<file path="config.mk">
export PLATFORM = sky130hd
export DESIGN_NAME = blob_locator
export DESIGN_NICKNAME = d
export VERILOG_FILES = /design/src/rtl/blob_locator.sv
export SDC_FILE = /design/constraint.sdc
export NUM_CORES = 1
export LEC_CHECK = 0
export CORE_ASPECT_RATIO = 1.1
export CORE_MARGIN = 2
export CORE_UTILIZATION = 25
export CTS_CLUSTER_SIZE = 28
export DETAILED_ROUTE_END_ITERATION = 16
export PLACE_DENSITY = 0.53
export SLEW_MARGIN = 0
export SYNTH_ARGS = -nofsm -noshare
export SYNTH_HDL_FRONTEND = slang
export SYNTH_SLANG_ARGS = --single-unit
</file>
<file path="constraint.sdc">
create_clock -name clock -period 13.1 [get_ports clock]
set_input_delay 2.62 -clock clock [delete_from_list [all_inputs] [get_ports clock]]
set_output_delay 2.62 -clock clock [all_outputs]
set_load 0.1 [all_outputs]
</file>
<file path="src/rtl/blob_locator.sv">
// Two-stage colour-blob bounding-box locator over a raster stream; reports once per frame.
// Optional macro BLOB_LOCATOR_COUNT_EN adds the pixel_count output.
module blob_locator #(
  parameter int unsigned H_ACTIVE  = 1024,
  parameter int unsigned V_ACTIVE  = 768,
  parameter int unsigned MIN_COUNT = 1
) (
  input  logic        clock,
  input  logic        reset_n,
  input  logic [10:0] hcount,
  input  logic [10:0] vcount,
  input  logic [7:0]  pixel,
  input  logic [7:0]  color,
  input  logic [7:0]  mask,
  input  logic        enable,
  output logic [10:0] x,
  output logic [10:0] y,
  output logic [10:0] width,
  output logic [10:0] height,
  output logic        found,
  output logic        valid
`ifdef BLOB_LOCATOR_COUNT_EN
  ,
  output logic [19:0] pixel_count
`endif
);

  localparam logic [11:0] H_LIM  = 12'(H_ACTIVE);
  localparam logic [11:0] V_LIM  = 12'(V_ACTIVE);
  localparam logic [10:0] H_LAST = 11'(H_ACTIVE - 1);
  localparam logic [10:0] V_LAST = 11'(V_ACTIVE - 1);
  localparam logic [19:0] MIN_C  = 20'(MIN_COUNT);

  // Stage 1
  logic        match_d, match_q;
  logic        last_d, last_q;
  logic [10:0] hc_q, vc_q;
  logic        active;

  // Stage 2 accumulators
  logic [10:0] xmin_q, xmax_q, ymin_q, ymax_q;
  logic [19:0] cnt_q;
  logic [10:0] xmin_m, xmax_m, ymin_m, ymax_m;
  logic [19:0] cnt_m;
  logic        found_m;

  // Output registers
  logic [10:0] x_d, y_d, w_d, h_d;
  logic [10:0] x_q, y_q, w_q, h_q;
  logic        found_q, valid_q;
  logic [19:0] pcnt_q;

  always_comb begin
    active  = ({1'b0, hcount} < H_LIM) && ({1'b0, vcount} < V_LIM);
    match_d = active && enable && ((pixel & mask) == (color & mask));
    last_d  = active && (hcount == H_LAST) && (vcount == V_LAST);
  end

  // Accumulators merged with the pixel currently held in stage 1, so the
  // final pixel of a frame is included in the same edge that latches the report.
  always_comb begin
    xmin_m = xmin_q;
    xmax_m = xmax_q;
    ymin_m = ymin_q;
    ymax_m = ymax_q;
    cnt_m  = cnt_q;
    if (match_q) begin
      if (hc_q < xmin_q) xmin_m = hc_q;
      if (hc_q > xmax_q) xmax_m = hc_q;
      if (vc_q < ymin_q) ymin_m = vc_q;
      if (vc_q > ymax_q) ymax_m = vc_q;
      if (cnt_q != '1)   cnt_m  = cnt_q + 20'd1;
    end
    found_m = (cnt_m >= MIN_C);
    x_d = '0;
    y_d = '0;
    w_d = '0;
    h_d = '0;
    if (found_m) begin
      x_d = xmin_m;
      y_d = ymin_m;
      w_d = xmax_m - xmin_m + 11'd1;
      h_d = ymax_m - ymin_m + 11'd1;
    end
  end

  always_ff @(posedge clock) begin
    if (!reset_n) begin
      match_q <= 1'b0;
      last_q  <= 1'b0;
      hc_q    <= '0;
      vc_q    <= '0;
      xmin_q  <= '1;
      ymin_q  <= '1;
      xmax_q  <= '0;
      ymax_q  <= '0;
      cnt_q   <= '0;
      x_q     <= '0;
      y_q     <= '0;
      w_q     <= '0;
      h_q     <= '0;
      found_q <= 1'b0;
      valid_q <= 1'b0;
      pcnt_q  <= '0;
    end else begin
      match_q <= match_d;
      last_q  <= last_d;
      hc_q    <= hcount;
      vc_q    <= vcount;
      valid_q <= last_q;
      if (last_q) begin
        x_q     <= x_d;
        y_q     <= y_d;
        w_q     <= w_d;
        h_q     <= h_d;
        found_q <= found_m;
        pcnt_q  <= cnt_m;
        xmin_q  <= '1;
        ymin_q  <= '1;
        xmax_q  <= '0;
        ymax_q  <= '0;
        cnt_q   <= '0;
      end else begin
        xmin_q  <= xmin_m;
        ymin_q  <= ymin_m;
        xmax_q  <= xmax_m;
        ymax_q  <= ymax_m;
        cnt_q   <= cnt_m;
      end
    end
  end

  assign x      = x_q;
  assign y      = y_q;
  assign width  = w_q;
  assign height = h_q;
  assign found  = found_q;
  assign valid  = valid_q;
`ifdef BLOB_LOCATOR_COUNT_EN
  assign pixel_count = pcnt_q;
`else
  logic unused_pcnt;
  assign unused_pcnt = ^pcnt_q;
`endif

endmodule

</file>
==> metrics.md, run 1 <==
| Metric | Value |
|---|---|
| Status | `finished, final reports clean` |
| Overall power | `0.969 mW` |
| Hold Path Stages | `2` |
| Final hold vios | `0` |
| Total CTS buffers | `17` |
| Post-route ant nets | `0` |
| Number of synthesized flops with an enable pin | `0` |
| Vias | `around 5600` |
| GP Congestion | `0.809` |
| Hold Path Class | `flop to flop` |
| Post-Layout Cell Count | `roughly 1300` |
| Asr flop ratio synth | `0` |
| Final Setup Violations | `0` |
| Share of post-route cells with drive strength above 1 | `0.0952` |
| Port bufs | `94` |
| Vias in the first global route | `5719` |
| Synth Register Bits | `around 130` |
| Clk_lat worst skew | `0.42 ns` |
| Pin count of the biggest net entering global routing | `86` |
| CTS tree | `yes` |
| Critical Path Start | `hc_q[4]` |
| Ports | `between 90 and 100` |
| Syn Nets | `a little over 900` |
| Vias per inst | `around 4.4` |
| Syn Std Cell Area | `a little over 7000 µm²` |
| Area share of the largest cell type after synthesis | `0.371` |
| CP Max Fanout | `10` |
| CTS root buf | `clkbuf_16` |
| HPWL after DPL | `13.3 mm` |
| DIE WIDTH | `between 150 and 200 µm` |
| Final wirelength | `around 17 mm` |
| Crit path required time | `about 13 ns` |
| VDD IR max | `around 0.085 mV` |
| Post-route cell area | `9090 µm²` |
| Cts hold-fix bufs | `0` |
| Unrepaired setup endpoints after global routing | `no` |
| Iteration-0 DRC Markers | `232` |
| Critical Path AT | `~5.2 ns` |
| Initial core utilization | `0.253` |
| Tmin final | `roughly 4.9 ns` |
| Area delta synth->final | `25.8%` |
| Setup Crit Path Kind | `flop to flop` |
| Count of cell types in the netlist | `60` |
| Synth Instances | `about 790` |
| R2R Path Start | `hc_q[4]` |
| Die ar. | `around 30000 µm²` |
| Worst slew pin tran | `around 1 ns` |
| Hold_ws | `approximately 0.45 ns` |
| First-pass iteration count of the detailed router | `4` |
| Max frequency | `around 210 MHz` |
| Hold Path Origin | `width[9]` |
| Largest stage delay, worst path | `between 0.6 and 0.7 ns` |
| Wirelength per Cell | `approximately 14 µm` |
| Fillers | `about 3000` |
| Worst R2R Setup Slack | `between 8 and 9 ns` |
| Synth Flop Type | `dfxtp_1` |
| Ant. Diodes | `0` |
| Post-CTS Setup Inserts | `0` |
| Crit share post-route | `0.372` |
| Total grt overflow | `0` |
| DRC | `0` |
| Overall routing resource usage | `0.118` |
| Power per cell area | `107 nW/µm²` |
| Yosys top cell by area | `dfxtp_1` |
| Cell family with most CP delay | `compound AO/OA/AOI/OAI gates` |
| Longest Clk Path Bufs | `2` |
| R2R depth | `19` |
| CP bufs+invs | `2` |
| H-Tree Level Count | `4` |
| Capture point of the worst reg-to-reg path | `width[10]` |
| CP cell instances | `ha_1 > a21o_1 > nand3_1 > a21oi_1 > o41ai_1 > a41oi_1 > buf_4 > mux2i_1 > ha_1 > inv_1 > ha_1 > a21o_1 > a21oi_1 > nor2b_1 > o21a_1 > nor4_1 > o41ai_1 > xnor3_1 > o21ai_0` |
| Die extent in y | `roughly 180 µm` |
| Clock Pin Slew Worst Setup and Hold Paths | `around 0.060 ns` |
| Hold path endpoint | `width[9]` |
| Slew headroom | `0.345` |
| DP Area | `8470 µm²` |
| Max-cap violations | `0` |
| Clk_skew | `approximately 0.013 ns` |
| Setup Total Neg Slack | `0 ns` |
| Worst Setup End Kind | `flop` |
| Clk sink count | `about 130` |
| Core ar. | `28500 µm²` |
| CP Launch Type | `flop` |
| # rows | `65` |
| Max-slew violations | `0` |
| Top cells by area, synth | `dfxtp_1 (37%), ha_1 (14%), nand2_1 (5.3%)` |
| Global-route wire length before repair | `roughly 28 mm` |
| Initial antenna violation count | `0` |
| Layout net count | `1012` |
| Leakage | `a little under 4 nW` |
| Crit-path slowest cell | `o41ai_1` |
| Syn. warnings | `0` |
| Synthesized area per cell | `just over 9 µm²` |
| CP most frequent cell | `ha_1` |
| Seq/Total Area, Yosys | `0.371` |
| PostCTS Resize Cnt | `0` |
| Cells after DPL | `~1200` |
| CP Depth | `19` |
==> routing by layer <==
layer | up-vias | share of wire | track usage | wire length, µm
met1 | 2600 | 0.42 | 0.129 | 7360
met4 | 0 | 0.039 | 0.0605 | 684
met5 | - | 0 | 0 | 0
met3 | 32 | 0.032 | 0.0282 | 568
met2 | 85 | 0.51 | 0.213 | 8870
li1 | 2887 | - | - | -
==> state kept, by name, summed over array words and instances, names as in the netlist, 11 cells and up <==
register,flops
ymin_q,11
cnt_q,20
ymax_q,11
xmin_q,11
x,11
width,11
hc_q,11
y,11
xmax_q,11
height,11
vc_q,11
==> tightest hold or removal path, delay by kind of cell (launching register included) <==
kind / cells / cell delay (ns)
flip-flops: 1 / 0.32
AND/OR/NAND/NOR: 1 / 0.06
AO/OA/AOI/OAI: 1 / 0.04
==> cell usage after synthesis, types with 9 or more instances <==
cell / number
clkbuf_1: 17
nand4_1: 18
a21oi_1: 23
xnor2_1: 18
o21ai_0: 36
nor3_1: 11
mux2i_1: 29
inv_1: 60
nand2_1: 102
and2_1: 42
mux2_2: 9
o21ai_2: 29
dfxtp_1: 134
nand3_1: 11
nor2_1: 44
ha_1: 81
xor2_1: 26
==> cells by family (layout without fill, tap and decap cells) <==
kind of cell	after synthesis	in the layout	share of synthesized area
simple gates	269	269	0.185
compound gates	132	132	0.126
flops	134	134	0.371
mux	38	38	0.0542
buf+inv	92	191	0.0592
fa+ha+maj	83	83	0.146
xor+xnor	46	46	0.0595
==> cells in the final DEF (no fill, tap or decap), types with 4 or more instances in the layout <==
cell and n:
dfxtp_1 134, nand2_1 102, clkdlybuf4s50_1 94, ha_1 81, inv_1 60, nor2_1 44
and2_1 42, o21ai_0 36, mux2i_1 29, o21ai_2 29, xor2_1 26, a21oi_1 23
nand4_1 18, xnor2_1 18, clkbuf_16 17, nand3_1 11, nor3_1 11, mux2_2 9
nor2b_1 7, a21o_1 7, nand2b_1 6, a211oi_1 6, and3_1 6, o2111ai_1 5
buf_4 5, a31oi_1 4, o21a_1 4
==> per-stage QoR <==
| stage | worst slack (ns) | util |
|---|---|---|
| floorplan | 8.98 | - |
| global placement | 8.21 | 0.297 |
| detailed placement | 8.17 | 0.297 |
| CTS | 8.16 | 0.318 |
| global route | 7.75 | 0.318 |
| finish | 8.23 | 0.318 |
==> layout make-up <==
| type | instances | area, µm² | share of cell area |
|---|---|---|---|
| Tap cell | 368 | 460 | 0.0506 |
| Clock inverter | 10 | 145 | 0.0160 |
| Inverter | 60 | 225 | 0.0248 |
| Timing Repair Buffer | 99 | 978 | 0.108 |
| Multi-Input combinational cell | 568 | 4130 | 0.454 |
| Clock buffer | 22 | 474 | 0.0522 |
| Sequential cell | 134 | 2680 | 0.295 |
==> power by group <==
part,switching [mW],internal (mW)
registers,0.00538,0.412
clock network,0.183,0.316
logic,0.0257,0.0270
==> worst max path at each step <==
stage,end
2_1_floorplan,width[10]
3_3_place_gp,cnt_q[17]
3_5_place_dp,height[3]
4_1_cts,width[10]
5_1_grt,width[10]
6_report,width[10]
Power figures use the tool's default switching activity.
==> run 2: changes to the inputs <==
--- a/config.mk
+++ b/config.mk
@@ -10,7 +10,7 @@
 export CORE_UTILIZATION = 25
 export CTS_CLUSTER_SIZE = 28
 export DETAILED_ROUTE_END_ITERATION = 16
-export PLACE_DENSITY = 0.53
+export PLACE_DENSITY = 0.55
 export SLEW_MARGIN = 0
 export SYNTH_ARGS = -nofsm -noshare
 export SYNTH_HDL_FRONTEND = slang
==> constraint.sdc (replaced) <==
create_clock -name clock -period 4.3 [get_ports clock]
set_input_delay 0.86 -clock clock [delete_from_list [all_inputs] [get_ports clock]]
set_output_delay 0.86 -clock clock [all_outputs]
set_load 0.1 [all_outputs]
==> metrics.md, run 2 (synthesis gave the netlist of run 1 again) <==
| Metric | Value |
|---|---|
| Status | `finished, final reports clean` |
| GP Congestion | `0.901 (+11%)` |
| Biggest register | `cnt_q` |
| Post-route cell area | `9500 µm² (+4.5%)` |
| Area delta synth->final | `31.4%` |
| Die extent in y | `182 µm (unchanged)` |
| Max-cap violations | `0 (unchanged)` |
| Port bufs | `94 (unchanged)` |
| DRC | `0 (unchanged)` |
| Total CTS buffers | `17 (unchanged)` |
| CP Max Fanout | `4 (-6)` |
| Power per cell area | `307 nW/µm² (+190%)` |
| Max reg flops | `20 (unchanged)` |
| Hold Path Stages | `2 (unchanged)` |
| Final wirelength | `18.2 mm (+4.3%)` |
| Total grt overflow | `0 (unchanged)` |
| Slack of the critical path | `0.233 ns (-8.00 ns)` |
| Commonest non-fill, non-tap cells in the layout | `dfxtp_1 (133), nand2_1 (101), clkdlybuf4s50_1 (94)` |
| H-Tree Level Count | `4 (unchanged)` |
| Commonest non-fill, non-tap cell in the layout | `dfxtp_1` |
| Slew headroom | `0.243 (-0.102)` |
| Max frequency | `246 MHz (+20%)` |
| Hold Path Class | `flop to flop` |
| Die ar. | `30300 µm² (unchanged)` |
| Ports | `95 (unchanged)` |
| Clk sink count | `134 (unchanged)` |
| DIE WIDTH | `166 µm (unchanged)` |
| VDD IR max | `0.193 mV (+130%)` |
| Global-route wire length before repair | `29.4 mm (+3.2%)` |
| Ant. Diodes | `0 (unchanged)` |
| Max-slew violations | `0 (unchanged)` |
| Final Setup Violations | `0 (unchanged)` |
| Pre-CTS setup slack | `-0.206 ns (-8.38 ns)` |
| Critical Path AT | `4.41 ns (-0.80 ns)` |
| Share of post-route cells with drive strength above 1 | `0.156 (+0.0610)` |
| Setup Crit Path Kind | `flop to flop` |
| Crit path required time | `4.64 ns (-8.80 ns)` |
| Initial antenna violation count | `0 (unchanged)` |
| CTS tree | `yes` |
| Clk_skew | `0.0167 ns (+0.00413 ns)` |
| Vias | `5773 (+3.0%)` |
| Layout net count | `1054 (+4.2%)` |
| First-pass iteration count of the detailed router | `4 (unchanged)` |
| DP Area | `8730 µm² (+3.1%)` |
| Worst slew pin tran | `1.14 ns (+0.157 ns)` |
| Wirelength per Cell | `14.0 µm (+0.90%)` |
| Overall routing resource usage | `0.123 (+0.00460)` |
| CTS root buf | `clkbuf_16` |
| Cts hold-fix bufs | `0 (unchanged)` |
| Longest Clk Path Bufs | `2 (unchanged)` |
| Fillers | `2985 (+0.27%)` |
| Clk_lat worst skew | `0.42 ns (about the same)` |
| Iteration-0 DRC Markers | `225 (-3.0%)` |
| HPWL after DPL | `13.8 mm (+3.4%)` |
| Post-route ant nets | `0 (unchanged)` |
| Unrepaired setup endpoints after global routing | `yes` |
| Worst Setup End Kind | `flop` |
| Clock Pin Slew Worst Setup and Hold Paths | `0.07 ns (about the same)` |
| CP Launch Type | `flop` |
| Tmin final | `4.07 ns (-0.803 ns)` |
| Leakage | `4.14 nW (+5.6%)` |
| Initial core utilization | `0.253 (unchanged)` |
| Crit share post-route | `0.946 (+0.574)` |
| Final hold vios | `0 (unchanged)` |
| # rows | `65 (unchanged)` |
| Vias per inst | `4.43 (-0.30%)` |
| R2R depth | `19 (unchanged)` |
| Vias in the first global route | `5751 (+0.56%)` |
| Core ar. | `28500 µm² (unchanged)` |
| Pin count of the biggest net entering global routing | `86 (unchanged)` |
## run 2: cell count changes in the layout (fill, tap and decap cells not counted), sizes merged
cell / delta
buf: +42
clkinv: +1
clkinvlp: -1
bufinv: -1
inv: +4
clkbuf: -3
## run 2: through the flow
stage                     std cells  hold WS, ns  total power, mW  TNS, ns   util
after global placement         1262        0.440             1.48   -0.435  0.306
after floorplan                 794        0.460             1.38        0      -
after global routing           1303        0.474             3.04  -0.0350  0.333
final                          1303        0.451             2.92        0  0.333
after CTS                      1295        0.458             2.97        0  0.328
after detailed placement       1262        0.443             1.48   -0.344  0.306
## run 2: cell type report
type	count	area, µm²	share of cell area
multi-input cells	568	4240	0.446
flip-flops and latches	134	2680	0.282
repair buffers	141	1310	0.137
well taps	368	460	0.0485
clock buffers	19	443	0.0466
inverters	60	225	0.0237
clock inverters	13	144	0.0151
## run 2: per-layer routing
metal / wire length (µm) / track usage / part of all wire / vias to the layer above
met4: 346 / 0.0508 / 0.019 / 0
met1: 7980 / 0.140 / 0.44 / 2700
met2: 9470 / 0.222 / 0.52 / 77
met3: 431 / 0.0254 / 0.024 / 13
met5: 0 / 0 / 0 / -
li1: - / - / - / 2983
## run 2: report_power, final
part | switching (mW) | internal, mW
Sequential | 0.0129 | 1.26
Combinational | 0.0898 | 0.0936
Clock | 0.590 | 0.878
## run 2: what timing repair did
| item | CTS | global route |
|---|---|---|
| gates resized for setup | 6 | 20 |
| setup endpoints to repair | 4 | 6 |
| buffers inserted | 1 | 8 |
| pin swaps | 1 | 6 |
## run 2: path summary, 6_finish.rpt
check / start / end / slack (ns)
hold reg to reg: y[1] / y[1] / 0.45
hold / removal: y[1] / y[1] / 0.45
setup reg to reg: ymax_q[4] / height[10] / 0.23
setup / recovery: ymax_q[4] / height[10] / 0.23
## run 2: critical path: stages (launching register included)
cell and delay, ns:
dfxtp_1 0.33, inv_1 0.04, ha_1 0.29, a211o_1 0.26, o211ai_1 0.10, a21oi_1 0.12
o31a_1 0.35, nand2_4 0.10, buf_4 0.10, mux2_2 0.33, ha_1 0.29, ha_1 0.29
a21oi_1 0.19, o21ai_0 0.11, a21oi_1 0.19, o21bai_1 0.10, a21oi_2 0.20, o21ai_2 0.10
xnor3_1 0.33, o21ai_0 0.14
==> run 3: changes to the inputs <==
--- a/config.mk
+++ b/config.mk
@@ -10,7 +10,7 @@
 export CORE_UTILIZATION = 25
 export CTS_CLUSTER_SIZE = 28
 export DETAILED_ROUTE_END_ITERATION = 16
-export PLACE_DENSITY = 0.55
+export PLACE_DENSITY_LB_ADDON = 0.05
 export SLEW_MARGIN = 0
 export SYNTH_ARGS = -nofsm -noshare
 export SYNTH_HDL_FRONTEND = slang
==> metrics.md, run 3 (synthesis gave the netlist of run 1 again) <==
| Metric | Value |
|---|---|
| Status | `finished, final reports clean` |
| Max reg flops | `20 (unchanged)` |
| Finished Core Util | `0.336 (+0.00359)` |
| H-Tree Level Count | `4 (unchanged)` |
| Cells after DPL | `1264 (+0.16%)` |
| Total CTS buffers | `17 (unchanged)` |
| Clock share of power | `0.483 (-0.020)` |
| Longest Clk Path Bufs | `2 (unchanged)` |
| Port bufs | `94 (unchanged)` |
| Vias per inst | `4.47 (+0.88%)` |
| Power per cell area | `294 nW/µm² (-4.4%)` |
| Metal-1 WL | `9.01 mm (+13%)` |
| # rows | `65 (unchanged)` |
| Pre-CTS setup slack | `-0.238 ns (-0.0317 ns)` |
| Initial core utilization | `0.253 (unchanged)` |
| Slack of the critical path | `0.239 ns (+0.00614 ns)` |
| Critical Path Start | `xmin_q[1]` |
| Crit path required time | `4.61 ns (-0.03 ns)` |
| Commonest non-fill, non-tap cell in the layout | `dfxtp_1` |
| Crit-path slowest cell | `a2111oi_4` |
| Initial antenna violation count | `0 (unchanged)` |
| Hold Path Class | `flop to flop` |
| Share of post-route cells with drive strength above 1 | `0.175 (+0.0187)` |
| Max-cap violations | `0 (unchanged)` |
| Area delta synth->final | `32.9%` |
| Vias in the first global route | `5997 (+4.3%)` |
| Max frequency | `246 MHz (+0.15%)` |
| Met2 routed WL | `9.99 mm (+5.5%)` |
| Worst Setup End Kind | `flop` |
| CTS tree | `yes` |
| Setup Total Neg Slack | `0 ns (unchanged)` |
| Fillers | `2948 (-1.2%)` |
| Wirelength per Cell | `15.2 µm (+8.7%)` |
| Core ar. | `28500 µm² (unchanged)` |
| Vias | `5837 (+1.1%)` |
| Hold Path Origin | `y[2]` |
| DIE WIDTH | `166 µm (unchanged)` |
| Clk sink count | `134 (unchanged)` |
| Crit share post-route | `0.944 (-0.00143)` |
| Worst slew pin tran | `1.03 ns (-0.103 ns)` |
| DR WL met3 | `628 µm (+46%)` |
| Slew headroom | `0.310 (+0.0666)` |
| CP cell instances | `inv_1 > ha_4 > a211oi_4 > nor3_4 > a2111oi_4 > o2111ai_2 > buf_6 > mux2i_4 > inv_1 > ha_2 > inv_1 > ha_1 > inv_1 > fa_2 > nor2b_1 > o21ai_1 > nand2b_1 > a21o_1 > a21o_1 > a31oi_1 > xor2_1 > o21ai_2` |
| Combinational Power Share | `0.068 (+0.005)` |
| Hold_ws | `0.452 ns (+0.000728 ns)` |
| CP Launch Type | `flop` |
| Leakage | `4.14 nW (about the same)` |
| Die ar. | `30300 µm² (unchanged)` |
| Internal Dissipation | `2.13 mW (-4.2%)` |
| Setup Crit Path Kind | `flop to flop` |
| Switching Share | `0.244 (+0.00704)` |
| Final wirelength | `19.9 mm (+8.9%)` |
| VDD IR max | `0.142 mV (-26%)` |
| Overall power | `2.82 mW (-3.3%)` |
| Max-slew violations | `0 (unchanged)` |
| CP most frequent cell | `inv_1` |
| Clk_skew | `0.0190 ns (+0.00231 ns)` |
| Post-Layout Cell Count | `1306 (+0.23%)` |
| P_sw | `0.689 mW (-0.46%)` |
| Critical Path AT | `4.37 ns (-0.04 ns)` |
| CP Max Fanout | `5 (+1)` |
| CTS root buf | `clkbuf_16` |
| CP bufs+invs | `5 (+3)` |
| Final Setup Violations | `0 (unchanged)` |
| GP Congestion | `0.782 (-13%)` |
| Ports | `95 (unchanged)` |
| Final hold vios | `0 (unchanged)` |
| Pin count of the biggest net entering global routing | `44 (-49%)` |
| DRC | `0 (unchanged)` |
| Highest metal used | `met4` |
| Cell family with most CP delay | `compound AO/OA/AOI/OAI gates` |
| R2R Path Start | `xmin_q[1]` |
| Clock Pin Slew Worst Setup and Hold Paths | `0.06 ns (about the same)` |
| Clk_lat worst skew | `0.42 ns (about the same)` |
| First-pass iteration count of the detailed router | `4 (unchanged)` |
| Biggest register | `cnt_q` |
| Die extent in y | `182 µm (unchanged)` |
| Layout net count | `1058 (+0.38%)` |
| Ant. Diodes | `0 (unchanged)` |
| Cts hold-fix bufs | `0 (unchanged)` |
| Tmin final | `4.06 ns (-0.00614 ns)` |
| DP Area | `8760 µm² (+0.32%)` |
| Global-route wire length before repair | `31.9 mm (+8.7%)` |
| Post-route ant nets | `0 (unchanged)` |
| HPWL after DPL | `15.2 mm (+10%)` |
| Overall routing resource usage | `0.134 (+0.0113)` |
| Flop pwr share | `0.450 (+0.016)` |
| Largest stage delay, worst path | `0.38 ns (+0.03 ns)` |
| Total grt overflow | `0 (unchanged)` |
| Iteration-0 DRC Markers | `171 (-24%)` |
| Commonest non-fill, non-tap cells in the layout | `dfxtp_1 (131), nand2_1 (101), clkdlybuf4s50_1 (94)` |
| Post-route cell area | `9600 µm² (+1.1%)` |
run 3: changes by cell type in the layout (fill, tap and decap cells not counted), moves of 4 or more:
cell        previous run  this run
clkinvlp_4             1         6
inv_6                  5         1
o21ai_0               32        28
mux2i_1               27        23
o21ai_1                4         9
a21oi_2                2         7
a21oi_1               21        16
run 3: timing repair:
action / CTS / global route
pin swaps: 0 / 20
endpoints found under the setup margin: 4 / 7
resized for setup: 8 / 42
hold endpoints to repair: 0 / 0
setup buffers: 0 / 11
run 3: power by group through the flow:
stage / Clock (mW) / Combinational (mW) / Sequential (mW)
4_1_cts: 1.41 / 0.187 / 1.27
2_1_floorplan: 0 / 0.0866 / 1.29
3_3_place_gp: 0 / 0.185 / 1.30
3_5_place_dp: 0 / 0.185 / 1.30
6_report: 1.36 / 0.191 / 1.27
5_1_grt: 1.47 / 0.214 / 1.27
run 3: tightest hold or removal path, stage by stage (launching register included):
cell	delay, ns
dfxtp_1	0.32
nand2_1	0.04
o21ai_0	0.05
run 3: layout make-up:
type,instances,area [µm²],share of cell area
clock buffer,20,467,0.0486
inverter,60,225,0.0235
sequential,134,2690,0.280
clock inverter,11,77.6,0.00808
tap,368,460,0.0479
timing repair buffer,145,1350,0.141
multi-input combinational,568,4330,0.451
run 3: final timing paths:
path,endpoint,slack (ns),cells after the start
min reg2reg,y[2],0.45,2
min,y[2],0.45,2
max reg2reg,width[9],0.24,22
max,width[9],0.24,22
run 3: metal layers:
metal,track usage,vias to the layer above
li1,-,2970
met1,0.166,2768
met2,0.233,84
met3,0.0267,15
met4,0.0445,0
met5,0,-
